===== src/rtl/fp_mc_sequencer.sv =====
// fp_mc_sequencer: issue/writeback controller for the FPU multi-cycle units
// (square root and divide). It accepts one request over valid/ready, pulses the
// selected unit's start and holds its operands and rounding mode stable. On the
// unit's done it captures the result and flags, then presents them to writeback
// with the request tag.
// A flush drops the request architecturally. The unit itself is allowed to drain.
//
// Optional build macro FP_MC_TIMEOUT_EN adds a watchdog on WAIT/DRAIN. A stuck
// unit then produces a canonical-NaN writeback, and timeout_err is set sticky.
module fp_mc_sequencer #(
    parameter int FLEN           = 32,
    parameter int TAG_W          = 5,
    parameter int TIMEOUT_CYCLES = 255
) (
    input  logic             clk,
    input  logic             reset_n,
    input  logic             req_valid,
    output logic             req_ready,
    input  logic             req_op,
    input  logic [2:0]       req_rm,
    input  logic [FLEN-1:0]  req_rs1,
    input  logic [FLEN-1:0]  req_rs2,
    input  logic [TAG_W-1:0] req_tag,
    input  logic             flush,
    output logic             sqrt_start,
    output logic [FLEN-1:0]  sqrt_operand,
    input  logic             sqrt_done,
    input  logic [FLEN-1:0]  sqrt_result,
    input  logic             sqrt_flag_nv,
    input  logic             sqrt_flag_nx,
    output logic             div_start,
    output logic [FLEN-1:0]  div_operand_a,
    output logic [FLEN-1:0]  div_operand_b,
    input  logic             div_done,
    input  logic [FLEN-1:0]  div_result,
    input  logic             div_flag_nv,
    input  logic             div_flag_dz,
    input  logic             div_flag_of,
    input  logic             div_flag_uf,
    input  logic             div_flag_nx,
    output logic [2:0]       rm_out,
    output logic             wb_valid,
    input  logic             wb_ready,
    output logic [FLEN-1:0]  wb_result,
    output logic [TAG_W-1:0] wb_tag,
    output logic [4:0]       wb_fflags,
    output logic             busy,
    output logic             timeout_err
);

    localparam logic [FLEN-1:0] CANON_NAN = (FLEN == 64) ? FLEN'(64'h7FF8_0000_0000_0000)
                                                         : FLEN'(32'h7FC0_0000);

    typedef enum logic [2:0] {
        ST_IDLE  = 3'd0,
        ST_ISSUE = 3'd1,
        ST_WAIT  = 3'd2,
        ST_DRAIN = 3'd3,
        ST_HOLD  = 3'd4
    } state_t;

    state_t           state_r;
    state_t           state_s;
    logic             op_r;
    logic [2:0]       rm_r;
    logic [FLEN-1:0]  opa_r;
    logic [FLEN-1:0]  opb_r;
    logic [TAG_W-1:0] tag_r;
    logic [FLEN-1:0]  result_r;
    logic [4:0]       fflags_r;

    logic             accept_s;
    logic             done_sel_s;
    logic             tmo_hit_s;
    logic             cap_done_s;
    logic             cap_tmo_s;
    logic [FLEN-1:0]  unit_result_s;
    logic [4:0]       unit_fflags_s;

    // Acceptance is only possible in IDLE, and a same-cycle flush blocks it.
    assign req_ready = (state_r == ST_IDLE) && !flush;
    assign accept_s  = req_valid && req_ready;

    // Only the unit that was launched can complete this request.
    assign done_sel_s    = op_r ? div_done : sqrt_done;
    assign unit_result_s = op_r ? div_result : sqrt_result;
    assign unit_fflags_s = op_r ? {div_flag_nv, div_flag_dz, div_flag_of, div_flag_uf, div_flag_nx}
                                : {sqrt_flag_nv, 3'b000, sqrt_flag_nx};

    // Start pulses and status are decoded from the state register; ISSUE lasts one cycle.
    assign sqrt_start    = (state_r == ST_ISSUE) && !op_r;
    assign div_start     = (state_r == ST_ISSUE) && op_r;
    assign wb_valid      = (state_r == ST_HOLD);
    assign busy          = (state_r != ST_IDLE);

    // Operands and rm come straight from the request latches.
    // They stay constant from ISSUE until the next accept.
    assign sqrt_operand  = opa_r;
    assign div_operand_a = opa_r;
    assign div_operand_b = opb_r;
    assign rm_out        = rm_r;
    assign wb_result     = result_r;
    assign wb_tag        = tag_r;
    assign wb_fflags     = fflags_r;

`ifdef FP_MC_TIMEOUT_EN
    localparam int CNT_W = ($clog2(TIMEOUT_CYCLES + 1) > 8) ? $clog2(TIMEOUT_CYCLES + 1) : 8;

    logic [CNT_W-1:0] tmo_cnt_r;
    logic             timeout_err_r;
    logic             in_wd_s;
    logic             enter_wd_s;
    logic             err_set_s;

    assign in_wd_s    = (state_r == ST_WAIT) || (state_r == ST_DRAIN);
    assign enter_wd_s = (state_s != state_r) && ((state_s == ST_WAIT) || (state_s == ST_DRAIN));
    assign tmo_hit_s  = in_wd_s && (tmo_cnt_r == CNT_W'(TIMEOUT_CYCLES - 1));
    // Flag the error only when the watchdog, not a done or flush, ended the wait.
    assign err_set_s  = cap_tmo_s || ((state_r == ST_DRAIN) && tmo_hit_s && !done_sel_s);
    assign timeout_err = timeout_err_r;

    // Watchdog counter: restarts on every entry to WAIT/DRAIN, counts while there.
    always_ff @(posedge clk or negedge reset_n) begin
        if (!reset_n) begin
            tmo_cnt_r <= {CNT_W{1'b0}};
        end else if (enter_wd_s) begin
            tmo_cnt_r <= {CNT_W{1'b0}};
        end else if (in_wd_s && !tmo_hit_s) begin
            tmo_cnt_r <= tmo_cnt_r + CNT_W'(1);
        end else begin
            tmo_cnt_r <= tmo_cnt_r;
        end
    end

    // Sticky timeout error, cleared only by reset.
    always_ff @(posedge clk or negedge reset_n) begin
        if (!reset_n) begin
            timeout_err_r <= 1'b0;
        end else if (err_set_s) begin
            timeout_err_r <= 1'b1;
        end else begin
            timeout_err_r <= timeout_err_r;
        end
    end
`else
    assign tmo_hit_s   = 1'b0;
    assign timeout_err = 1'b0;

    // TIMEOUT_CYCLES only sizes the watchdog; without it the parameter is accepted but inert.
    if (TIMEOUT_CYCLES < 1) begin : g_timeout_cfg_unused
    end
`endif

    // State register.
    always_ff @(posedge clk or negedge reset_n) begin
        if (!reset_n) begin
            state_r <= ST_IDLE;
        end else begin
            state_r <= state_s;
        end
    end

    // Next-state logic and capture strobes.
    // Priority is flush, then done, then watchdog.
    always_comb begin
        state_s    = state_r;
        cap_done_s = 1'b0;
        cap_tmo_s  = 1'b0;
        case (state_r)
            ST_IDLE: begin
                if (accept_s) begin
                    state_s = ST_ISSUE;
                end else begin
                    state_s = ST_IDLE;
                end
            end
            ST_ISSUE: begin
                // The start pulse goes out this cycle regardless; a flush just skips writeback.
                if (flush) begin
                    state_s = ST_DRAIN;
                end else begin
                    state_s = ST_WAIT;
                end
            end
            ST_WAIT: begin
                if (flush) begin
                    if (done_sel_s) begin
                        state_s = ST_IDLE;
                    end else begin
                        state_s = ST_DRAIN;
                    end
                end else if (done_sel_s) begin
                    state_s    = ST_HOLD;
                    cap_done_s = 1'b1;
                end else if (tmo_hit_s) begin
                    state_s   = ST_HOLD;
                    cap_tmo_s = 1'b1;
                end else begin
                    state_s = ST_WAIT;
                end
            end
            ST_DRAIN: begin
                if (done_sel_s || tmo_hit_s) begin
                    state_s = ST_IDLE;
                end else begin
                    state_s = ST_DRAIN;
                end
            end
            ST_HOLD: begin
                if (flush || wb_ready) begin
                    state_s = ST_IDLE;
                end else begin
                    state_s = ST_HOLD;
                end
            end
            default: begin
                state_s = ST_IDLE;
            end
        endcase
    end

    // Request latches (op, rm, operands, tag), loaded only on acceptance.
    always_ff @(posedge clk or negedge reset_n) begin
        if (!reset_n) begin
            op_r  <= 1'b0;
            rm_r  <= 3'b000;
            opa_r <= {FLEN{1'b0}};
            opb_r <= {FLEN{1'b0}};
            tag_r <= {TAG_W{1'b0}};
        end else if (accept_s) begin
            op_r  <= req_op;
            rm_r  <= req_rm;
            opa_r <= req_rs1;
            opb_r <= req_rs2;
            tag_r <= req_tag;
        end else begin
            op_r  <= op_r;
            rm_r  <= rm_r;
            opa_r <= opa_r;
            opb_r <= opb_r;
            tag_r <= tag_r;
        end
    end

    // Writeback result and flags, loaded from the unit or from the watchdog.
    always_ff @(posedge clk or negedge reset_n) begin
        if (!reset_n) begin
            result_r <= {FLEN{1'b0}};
            fflags_r <= 5'b00000;
        end else if (cap_done_s) begin
            result_r <= unit_result_s;
            fflags_r <= unit_fflags_s;
        end else if (cap_tmo_s) begin
            result_r <= CANON_NAN;
            fflags_r <= 5'b10000;
        end else begin
            result_r <= result_r;
            fflags_r <= fflags_r;
        end
    end

endmodule


===== config.mk =====
export PLATFORM = sky130hd
export DESIGN_NAME = fp_mc_sequencer
export DESIGN_NICKNAME = d
export VERILOG_FILES = /design/src/rtl/fp_mc_sequencer.sv
export SDC_FILE = /design/constraint.sdc
export NUM_CORES = 1
export LEC_CHECK = 0
export ABC_CLOCK_PERIOD_IN_PS = 2500
export BUFFER_PORTS_ARGS = -buffer_cell sky130_fd_sc_hd__buf_2
export CORE_AREA = 2 2 116 118
export DETAILED_ROUTE_END_ITERATION = 6
export DIE_AREA = 0 0 118 120
export PLACE_DENSITY = 0.73
export SLEW_MARGIN = 30
export SYNTH_ARGS = -nofsm -noshare
export SYNTH_HDL_FRONTEND = slang
export SYNTH_SLANG_ARGS = --single-unit

===== constraint.sdc =====
create_clock -name clk -period 2.5 [get_ports clk]
set_input_delay 0.125 -clock clk [delete_from_list [all_inputs] [get_ports clk]]
set_output_delay 0.125 -clock clk [all_outputs]
set_load 0.1 [all_outputs]

==> impl_results.html, run 1 <==
<table>
<tr><th>Metric</th><th>Value</th></tr>
<tr><th colspan="2">Synth</th></tr>
<tr><td>Async SR Flop Fraction</td><td>between 90% and 100%</td></tr>
<tr><td>Post-Syn Area</td><td>~5000 sq um</td></tr>
<tr><td>Commonest cells in the synthesized netlist</td><td>sky130_fd_sc_hd__mux2_2, sky130_fd_sc_hd__dfrtp_1, sky130_fd_sc_hd__buf_4</td></tr>
<tr><td>Share of the synthesized area in the top cell type</td><td>approximately 56%</td></tr>
<tr><td>Sequential area share after synthesis</td><td>56.3%</td></tr>
<tr><td>Mapped Cells</td><td>roughly 330</td></tr>
<tr><td>Number of flops mapped to enable cells by yosys</td><td>0</td></tr>
<tr><td>Net count of the mapped netlist</td><td>just under 500</td></tr>
<tr><td>Cell type with the largest total area after synthesis</td><td>sky130_fd_sc_hd__dfrtp_1</td></tr>
<tr><td>Synthesis warning total</td><td>0</td></tr>
<tr><td>Flip-flop and latch count after synthesis</td><td>113</td></tr>
<tr><td>Syn Area/Cell</td><td>15.1 sq um</td></tr>
<tr><td>Most repeated cell in the gate-level netlist after synthesis</td><td>sky130_fd_sc_hd__mux2_2</td></tr>
<tr><td>Top_reg_cell synth</td><td>sky130_fd_sc_hd__dfrtp_1</td></tr>
<tr><td>Largest cells by area after synthesis</td><td>sky130_fd_sc_hd__dfrtp_1, sky130_fd_sc_hd__mux2_2, sky130_fd_sc_hd__buf_4</td></tr>
<tr><td>Distinct cell type count after synthesis</td><td>24</td></tr>
<tr><th colspan="2">Cells and area</th></tr>
<tr><td>Share of layout cells above drive strength 1</td><td>69.3%</td></tr>
<tr><td>Layout overhead on the synthesized area</td><td>56.3%</td></tr>
<tr><td>Number of standard cells in the final layout excluding fillers</td><td>between 800 and 900</td></tr>
<tr><td># nets final</td><td>834</td></tr>
<tr><th colspan="2">STA</th></tr>
<tr><td>Count of final hold-check violations</td><td>0</td></tr>
<tr><td>Setup slack of the critical path after layout</td><td>507 ps</td></tr>
<tr><td>Setup repair after global routing missed its margin</td><td>false</td></tr>
<tr><td>Worst Tran Pin Value</td><td>about 670 ps</td></tr>
<tr><td>Share of the clock period used by the worst path</td><td>between 70% and 80%</td></tr>
<tr><td>Aggregate negative setup slack</td><td>0 ps</td></tr>
<tr><td>Final count of negative-setup-slack endpoints</td><td>0</td></tr>
<tr><td>Worst slack on hold paths</td><td>around 76 ps</td></tr>
<tr><td>Clock Skews</td><td>around 6.1 ps</td></tr>
<tr><td>Headroom to the max-slew limit</td><td>55.2%</td></tr>
<tr><td>Count of final max-slew check failures</td><td>0</td></tr>
<tr><td>Final period demand of the worst path</td><td>between 1500 and 2000 ps</td></tr>
<tr><td>Highest clock rate</td><td>0.502 GHz</td></tr>
<tr><th colspan="2">Clocking</th></tr>
<tr><td>Number of post-CTS setup repair buffers</td><td>0</td></tr>
<tr><td>Maximum buffer depth of the clock tree</td><td>2</td></tr>
<tr><td>Clock tree from TritonCTS</td><td>built</td></tr>
<tr><td>Clock Tree Root</td><td>sky130_fd_sc_hd__clkbuf_16</td></tr>
<tr><td>Clk slew on worst S/H paths</td><td>50 ps</td></tr>
<tr><td>Clock latency at the later pin of the worst-skew pair</td><td>410 ps</td></tr>
<tr><td>Clock buffers created by TritonCTS</td><td>17</td></tr>
<tr><td>Number of H-tree branching levels</td><td>4</td></tr>
<tr><td>TritonCTS Sinks</td><td>113</td></tr>
<tr><th colspan="2">Floorplan</th></tr>
<tr><td>Number of placement rows</td><td>42</td></tr>
<tr><td>Die extent in x</td><td>between 100 and 150 microns</td></tr>
<tr><td>Num ports</td><td>around 300</td></tr>
<tr><td>Initial core utilization</td><td>between 30% and 40%</td></tr>
<tr><td>Full die area</td><td>between 10000 and 15000 sq um</td></tr>
<tr><td>Placeable core region</td><td>around 13000 sq um</td></tr>
<tr><td>Die Height</td><td>~120 microns</td></tr>
<tr><th colspan="2">Critical path</th></tr>
<tr><td>Critical Path Start Type</td><td>flop</td></tr>
<tr><td>Maximum fanout along the worst path</td><td>37</td></tr>
<tr><td>WP data required</td><td>2780 ps</td></tr>
<tr><td>Worst Path Arrival</td><td>around 2300 ps</td></tr>
<tr><td>Crit Path Class</td><td>flop to flop</td></tr>
<tr><td>Endpoint kind of the worst setup timing path</td><td>flop</td></tr>
<tr><th colspan="2">Min path</th></tr>
<tr><td>Classification of the worst-slack hold path</td><td>input pin to flop</td></tr>
<tr><th colspan="2">Drt</th></tr>
<tr><td>Routed wire length</td><td>13200 microns</td></tr>
<tr><td>Total via count after detailed routing</td><td>between 3000 and 4000</td></tr>
<tr><td>Antenna violation net count after detailed routing</td><td>0</td></tr>
<tr><td>Starting DRT DRC Count</td><td>93</td></tr>
<tr><td>Routed length per instance</td><td>roughly 15 microns</td></tr>
<tr><td>Residual DRC</td><td>0</td></tr>
<tr><td>Average via count per standard cell</td><td>between 4 and 5</td></tr>
<tr><td>First drt pass iteration count</td><td>4</td></tr>
<tr><th colspan="2">Global routing</th></tr>
<tr><td>Maximum number of pins on one net before global-route repair</td><td>63</td></tr>
<tr><td>Global route total overflow</td><td>0</td></tr>
<tr><td>Wire length of the first global-routing pass</td><td>21000 microns</td></tr>
<tr><td>Total Routing Usage GR</td><td>18.9%</td></tr>
<tr><td>Via count of the first global-routing pass</td><td>4336</td></tr>
<tr><td>Number of antenna violations at the first check in global routing</td><td>1</td></tr>
<tr><th colspan="2">Placed design</th></tr>
<tr><td>Worst setup slack before clock tree synthesis</td><td>roughly 500 ps</td></tr>
<tr><td>DP Cell Count</td><td>between 700 and 800</td></tr>
<tr><td>Total half-perimeter wirelength after legalization and detailed placement</td><td>8750 microns</td></tr>
<tr><td>Number of buffer cells added on primary ports</td><td>around 300</td></tr>
<tr><td>Global placement routability congestion</td><td>approximately 0.76</td></tr>
<tr><th colspan="2">Job</th></tr>
<tr><td>Max-cap viol count</td><td>0</td></tr>
<tr><th colspan="2">Status</th></tr>
<tr><td>Status</td><td>completed</td></tr>
</table>
[layout by cell type, fill, tap and decap left out, types with 5 or more instances in the layout]
cell and n:
sky130_fd_sc_hd__buf_2 294, sky130_fd_sc_hd__inv_1 5, sky130_fd_sc_hd__dfrtp_1 113, sky130_fd_sc_hd__mux2_2 142, sky130_fd_sc_hd__dlygate4sd3_1 79, sky130_fd_sc_hd__clkbuf_16 17
sky130_fd_sc_hd__clkinv_2 5
[state kept, by name, summed over array words and instances, names as in the netlist]
register,count
div_operand_a,32
wb_result,32
wb_fflags,5
state_r,3
rm_out,3
div_operand_b,32
wb_tag,5
op_r,1
[final timing paths]
| kind | startpoint | end | slack [ps] | cells after the start |
|---|---|---|---|---|
| worst max register to register | state_r[0]$_DFF_PN0_ | wb_result[16]$_DFFE_PN0P_ | 510 | 3 |
| worst max-delay path | state_r[0]$_DFF_PN0_ | wb_result[16]$_DFFE_PN0P_ | 510 | 3 |
| min in group asynchronous | reset_n | div_operand_b[8]$_DFFE_PN0P_ | 300 | 2 |
| worst min-delay path | div_result[11] | wb_result[11]$_DFFE_PN0P_ | 80 | 3 |
| worst min register to register | wb_result[21]$_DFFE_PN0P_ | wb_result[21]$_DFFE_PN0P_ | 500 | 1 |
| max in group asynchronous | reset_n | wb_tag[2]$_DFFE_PN0P_ | 1410 | 3 |
[final cells by class]
class	instances	area [sq um]
Multi-Input combinational cell	166	1810
Fill cell	999	5130
Clock buffer	17	425
Sequential cell	113	2830
Timing Repair Buffer	380	2350
Clock inverter	15	193
Tap cell	176	220
Antenna cell	1	2.50
Inverter	5	18.8
[critical path, cell delays in order (launching register included)]
cell,delay (ps)
sky130_fd_sc_hd__dfrtp_1,470
sky130_fd_sc_hd__nor2_1,320
sky130_fd_sc_hd__nand4_4,570
sky130_fd_sc_hd__mux2_2,500
[routing by layer]
metal / vias to the layer above / routed length, microns / track usage [%]
met3: 15 / 927 / 7.27
met5: - / 0 / 0
met4: 0 / 167 / 6.33
met1: 1903 / 4960 / 20.0
met2: 185 / 7120 / 34.5
li1: 1831 / - / -
[timing repair]
item	CTS	global route
resized for setup	0	0
hold endpoints to repair	129	0
hold buffers	79	0
[kinds of logic (layout without fill, tap and decap cells)]
group | after synthesis | in the layout | share of synthesized area (%)
AO/OA/AOI/OAI | 4 | 4 | 0.523
buffers and inverters | 54 | 417 | 8.05
flip-flops | 113 | 113 | 56.3
AND/OR/NAND/NOR | 15 | 15 | 2.29
multiplexers | 146 | 146 | 32.7
other | 1 | 2 | 0.0747
[through the flow]
step | area [sq um] | util, %
floorplan | 5040 | -
global placement | 6430 | 49.6
global route | 7840 | 60.4
CTS | 7840 | 60.4
detailed placement | 6430 | 49.6
finish | 7850 | 60.4
Power of run 1 is not shown: default switching activity piles up to over one toggle a cycle in this logic, so the estimate is an artifact.
==> run 2: changes to the inputs <==
==> config.mk (replaced) <==
export PLATFORM = sky130hd
export DESIGN_NAME = fp_mc_sequencer
export DESIGN_NICKNAME = d
export VERILOG_FILES = /design/src/rtl/fp_mc_sequencer.sv
export SDC_FILE = /design/constraint.sdc
export NUM_CORES = 1
export LEC_CHECK = 0
export ABC_CLOCK_PERIOD_IN_PS = 1900
export BUFFER_PORTS_ARGS = -buffer_cell sky130_fd_sc_hd__buf_2
export CORE_AREA = 2 2 117 119
export DETAILED_ROUTE_END_ITERATION = 6
export DIE_AREA = 0 0 119 121
export PLACE_DENSITY = 0.72
export SLEW_MARGIN = 30
export SYNTH_ARGS = -nofsm -noshare
export SYNTH_HDL_FRONTEND = slang
export SYNTH_SLANG_ARGS = --single-unit
==> constraint.sdc (replaced) <==
create_clock -name clk -period 1.9 [get_ports clk]
set_input_delay 0.095 -clock clk [delete_from_list [all_inputs] [get_ports clk]]
set_output_delay 0.095 -clock clk [all_outputs]
set_load 0.1 [all_outputs]
==> impl_results.html, run 2 (synthesis gave the netlist of run 1 again) <==
<table>
<tr><th>Metric</th><th>Value</th></tr>
<tr><th colspan="2">Global routing</th></tr>
<tr><td>Number of antenna violations at the first check in global routing</td><td>0</td></tr>
<tr><td>Global route total overflow</td><td>0</td></tr>
<tr><td>Wire length of the first global-routing pass</td><td>between 20000 and 25000 microns</td></tr>
<tr><td>Maximum number of pins on one net before global-route repair</td><td>roughly 110</td></tr>
<tr><td>Total Routing Usage GR</td><td>roughly 18%</td></tr>
<tr><td>Via count of the first global-routing pass</td><td>4206</td></tr>
<tr><th colspan="2">Floorplan</th></tr>
<tr><td>Full die area</td><td>around 14000 sq um</td></tr>
<tr><td>Die Height</td><td>~120 microns</td></tr>
<tr><td>Initial core utilization</td><td>38.4%</td></tr>
<tr><td>Number of placement rows</td><td>42</td></tr>
<tr><td>Placeable core region</td><td>~13000 sq um</td></tr>
<tr><td>Die extent in x</td><td>between 100 and 150 microns</td></tr>
<tr><td>Num ports</td><td>between 200 and 300</td></tr>
<tr><th colspan="2">Critical path</th></tr>
<tr><td>WP data required</td><td>about 1800 ps</td></tr>
<tr><td>Crit Path Class</td><td>flop to output port</td></tr>
<tr><td>Endpoint kind of the worst setup timing path</td><td>output port</td></tr>
<tr><td>Bufs and invs on worst path</td><td>2</td></tr>
<tr><td>CP peak stage delay</td><td>about 400 ps</td></tr>
<tr><td>Critical Path Start Type</td><td>flop</td></tr>
<tr><td>Maximum fanout along the worst path</td><td>10</td></tr>
<tr><td>Worst Path Arrival</td><td>approximately 1700 ps</td></tr>
<tr><td>Top delay family on crit path</td><td>buffers and inverters</td></tr>
<tr><td>Master of the slowest instance on the critical path</td><td>sky130_fd_sc_hd__dfrtp_1</td></tr>
<tr><td>Worst-path cell chain</td><td>buf_4 &gt; or3_1 &gt; buf_2</td></tr>
<tr><th colspan="2">Cells and area</th></tr>
<tr><td>Count of filler cells inserted in the layout</td><td>around 1000</td></tr>
<tr><td># nets final</td><td>~840</td></tr>
<tr><td>Area occupied by multi-input gates</td><td>1820 sq um</td></tr>
<tr><td>Commonest cells after routing, fill and taps aside</td><td>sky130_fd_sc_hd__buf_2, sky130_fd_sc_hd__mux2_2, sky130_fd_sc_hd__dfrtp_1, sky130_fd_sc_hd__dlygate4sd3_1, sky130_fd_sc_hd__clkbuf_16</td></tr>
<tr><td>Antenna fix cells</td><td>0</td></tr>
<tr><td>Share of layout cells above drive strength 1</td><td>just under 70%</td></tr>
<tr><td>Flip-flop and latch area</td><td>around 2800 sq um</td></tr>
<tr><td>Number of standard cells in the final layout excluding fillers</td><td>875</td></tr>
<tr><td>Most common library cell in the layout ignoring fill and taps</td><td>sky130_fd_sc_hd__buf_2</td></tr>
<tr><td>Layout overhead on the synthesized area</td><td>57.6%</td></tr>
<tr><th colspan="2">STA</th></tr>
<tr><td>Setup repair after global routing missed its margin</td><td>false</td></tr>
<tr><td>Highest clock rate</td><td>about 0.56 GHz</td></tr>
<tr><td>Final period demand of the worst path</td><td>between 1500 and 2000 ps</td></tr>
<tr><td>Clock Skews</td><td>approximately 11 ps</td></tr>
<tr><td>Count of final hold-check violations</td><td>0</td></tr>
<tr><td>Final count of negative-setup-slack endpoints</td><td>0</td></tr>
<tr><td>Share of the clock period used by the worst path</td><td>approximately 94%</td></tr>
<tr><td>Count of final max-slew check failures</td><td>0</td></tr>
<tr><td>Worst Tran Pin Value</td><td>639 ps</td></tr>
<tr><td>Headroom to the max-slew limit</td><td>between 50% and 60%</td></tr>
<tr><th colspan="2">Clocking</th></tr>
<tr><td>Clock Tree Root</td><td>sky130_fd_sc_hd__clkbuf_16</td></tr>
<tr><td>Post-CTS Hold Buffers</td><td>approximately 80</td></tr>
<tr><td>Post-cts resize count</td><td>0</td></tr>
<tr><td>Clock latency at the later pin of the worst-skew pair</td><td>400 ps</td></tr>
<tr><td>TritonCTS Sinks</td><td>roughly 110</td></tr>
<tr><td>Number of H-tree branching levels</td><td>4</td></tr>
<tr><td>Clock tree from TritonCTS</td><td>built</td></tr>
<tr><td>Maximum buffer depth of the clock tree</td><td>2</td></tr>
<tr><td>Clock buffers created by TritonCTS</td><td>17</td></tr>
<tr><td>Clk slew on worst S/H paths</td><td>approximately 50 ps</td></tr>
<tr><td>Number of post-CTS setup repair buffers</td><td>0</td></tr>
<tr><th colspan="2">Drt</th></tr>
<tr><td>Routed length per instance</td><td>approximately 15 microns</td></tr>
<tr><td>Average via count per standard cell</td><td>between 4 and 5</td></tr>
<tr><td>Antenna violation net count after detailed routing</td><td>0</td></tr>
<tr><td>Starting DRT DRC Count</td><td>between 100 and 150</td></tr>
<tr><td>Total via count after detailed routing</td><td>between 3000 and 4000</td></tr>
<tr><td>Routed wire length</td><td>between 10000 and 15000 microns</td></tr>
<tr><td>First drt pass iteration count</td><td>4</td></tr>
<tr><td>Residual DRC</td><td>0</td></tr>
<tr><th colspan="2">Min path</th></tr>
<tr><td>Classification of the worst-slack hold path</td><td>input pin to flop</td></tr>
<tr><th colspan="2">Status</th></tr>
<tr><td>Status</td><td>completed</td></tr>
<tr><th colspan="2">Placed design</th></tr>
<tr><td>Number of buffer cells added on primary ports</td><td>just under 300</td></tr>
<tr><td>Global placement routability congestion</td><td>0.718</td></tr>
<tr><td>Total half-perimeter wirelength after legalization and detailed placement</td><td>8870 microns</td></tr>
<tr><td>DP Cell Count</td><td>about 760</td></tr>
<tr><th colspan="2">Job</th></tr>
<tr><td>Max-cap viol count</td><td>0</td></tr>
</table>
run 2: changes by cell type in the layout (fill, tap and decap cells not counted), sizes merged:
cell,delta
clkbuf,+4
buf,+3
bufinv,-2
clkinvlp,-2
diode,-1
run 2: layer usage:
layer  GRT usage (%)  part of all wire [%]  up-vias
met4            5.51                  0.79        0
met3            5.73                   6.6        8
met5               0                     0        -
met2            34.2                    56      163
li1                -                     -     1840
met1            19.2                    37     1908
run 2: through the flow:
| step | utilization, % | area [sq um] | hold WS, ps | worst slack, ps | TNS, ps |
|---|---|---|---|---|---|
| final | 60.5 | 7910 | 54.0 | 118 | 0 |
| after global routing | 60.5 | 7910 | 43.4 | 62.0 | 0 |
| after CTS | 60.5 | 7910 | 31.3 | 84.4 | 0 |
| after detailed placement | 49.9 | 6530 | 229 | 182 | 0 |
| after global placement | 49.9 | 6530 | 220 | 225 | 0 |
| after floorplan | - | 5060 | -201 | -560 | -40600 |
run 2: path summary, 6_finish.rpt:
kind	slack, ps	to	cells past startpoint	from
min	50	wb_result[29]$_DFFE_PN0P_	3	div_result[29]
max	120	busy	3	state_r[1]$_DFF_PN0_
max reg2reg	170	wb_tag[3]$_DFFE_PN0P_	4	state_r[0]$_DFF_PN0_
max in group asynchronous	1100	rm_out[1]$_DFFE_PN0P_	3	reset_n
min reg2reg	490	wb_result[13]$_DFFE_PN0P_	1	wb_result[13]$_DFFE_PN0P_
min in group asynchronous	270	wb_fflags[3]$_DFFE_PN0P_	3	reset_n
run 2: area by class of cell:
type	count	area share (%)
Multi-Input combinational cell	166	23.1
Timing Repair Buffer	383	30.7
Clock inverter	11	1.39
Inverter	5	0.237
Sequential cell	113	35.8
Clock buffer	21	6.07
Tap cell	176	2.78
run 2: worst register-to-register path: cells and delay by family, from the launching register on:
| kind | cells | cell delay, ps |
|---|---|---|
| DFF | 1 | 450 |
| and+or+nand+nor | 2 | 520 |
| muxes | 1 | 350 |
| buffers and inverters | 1 | 270 |
Power of run 2 is left out for the same reason.
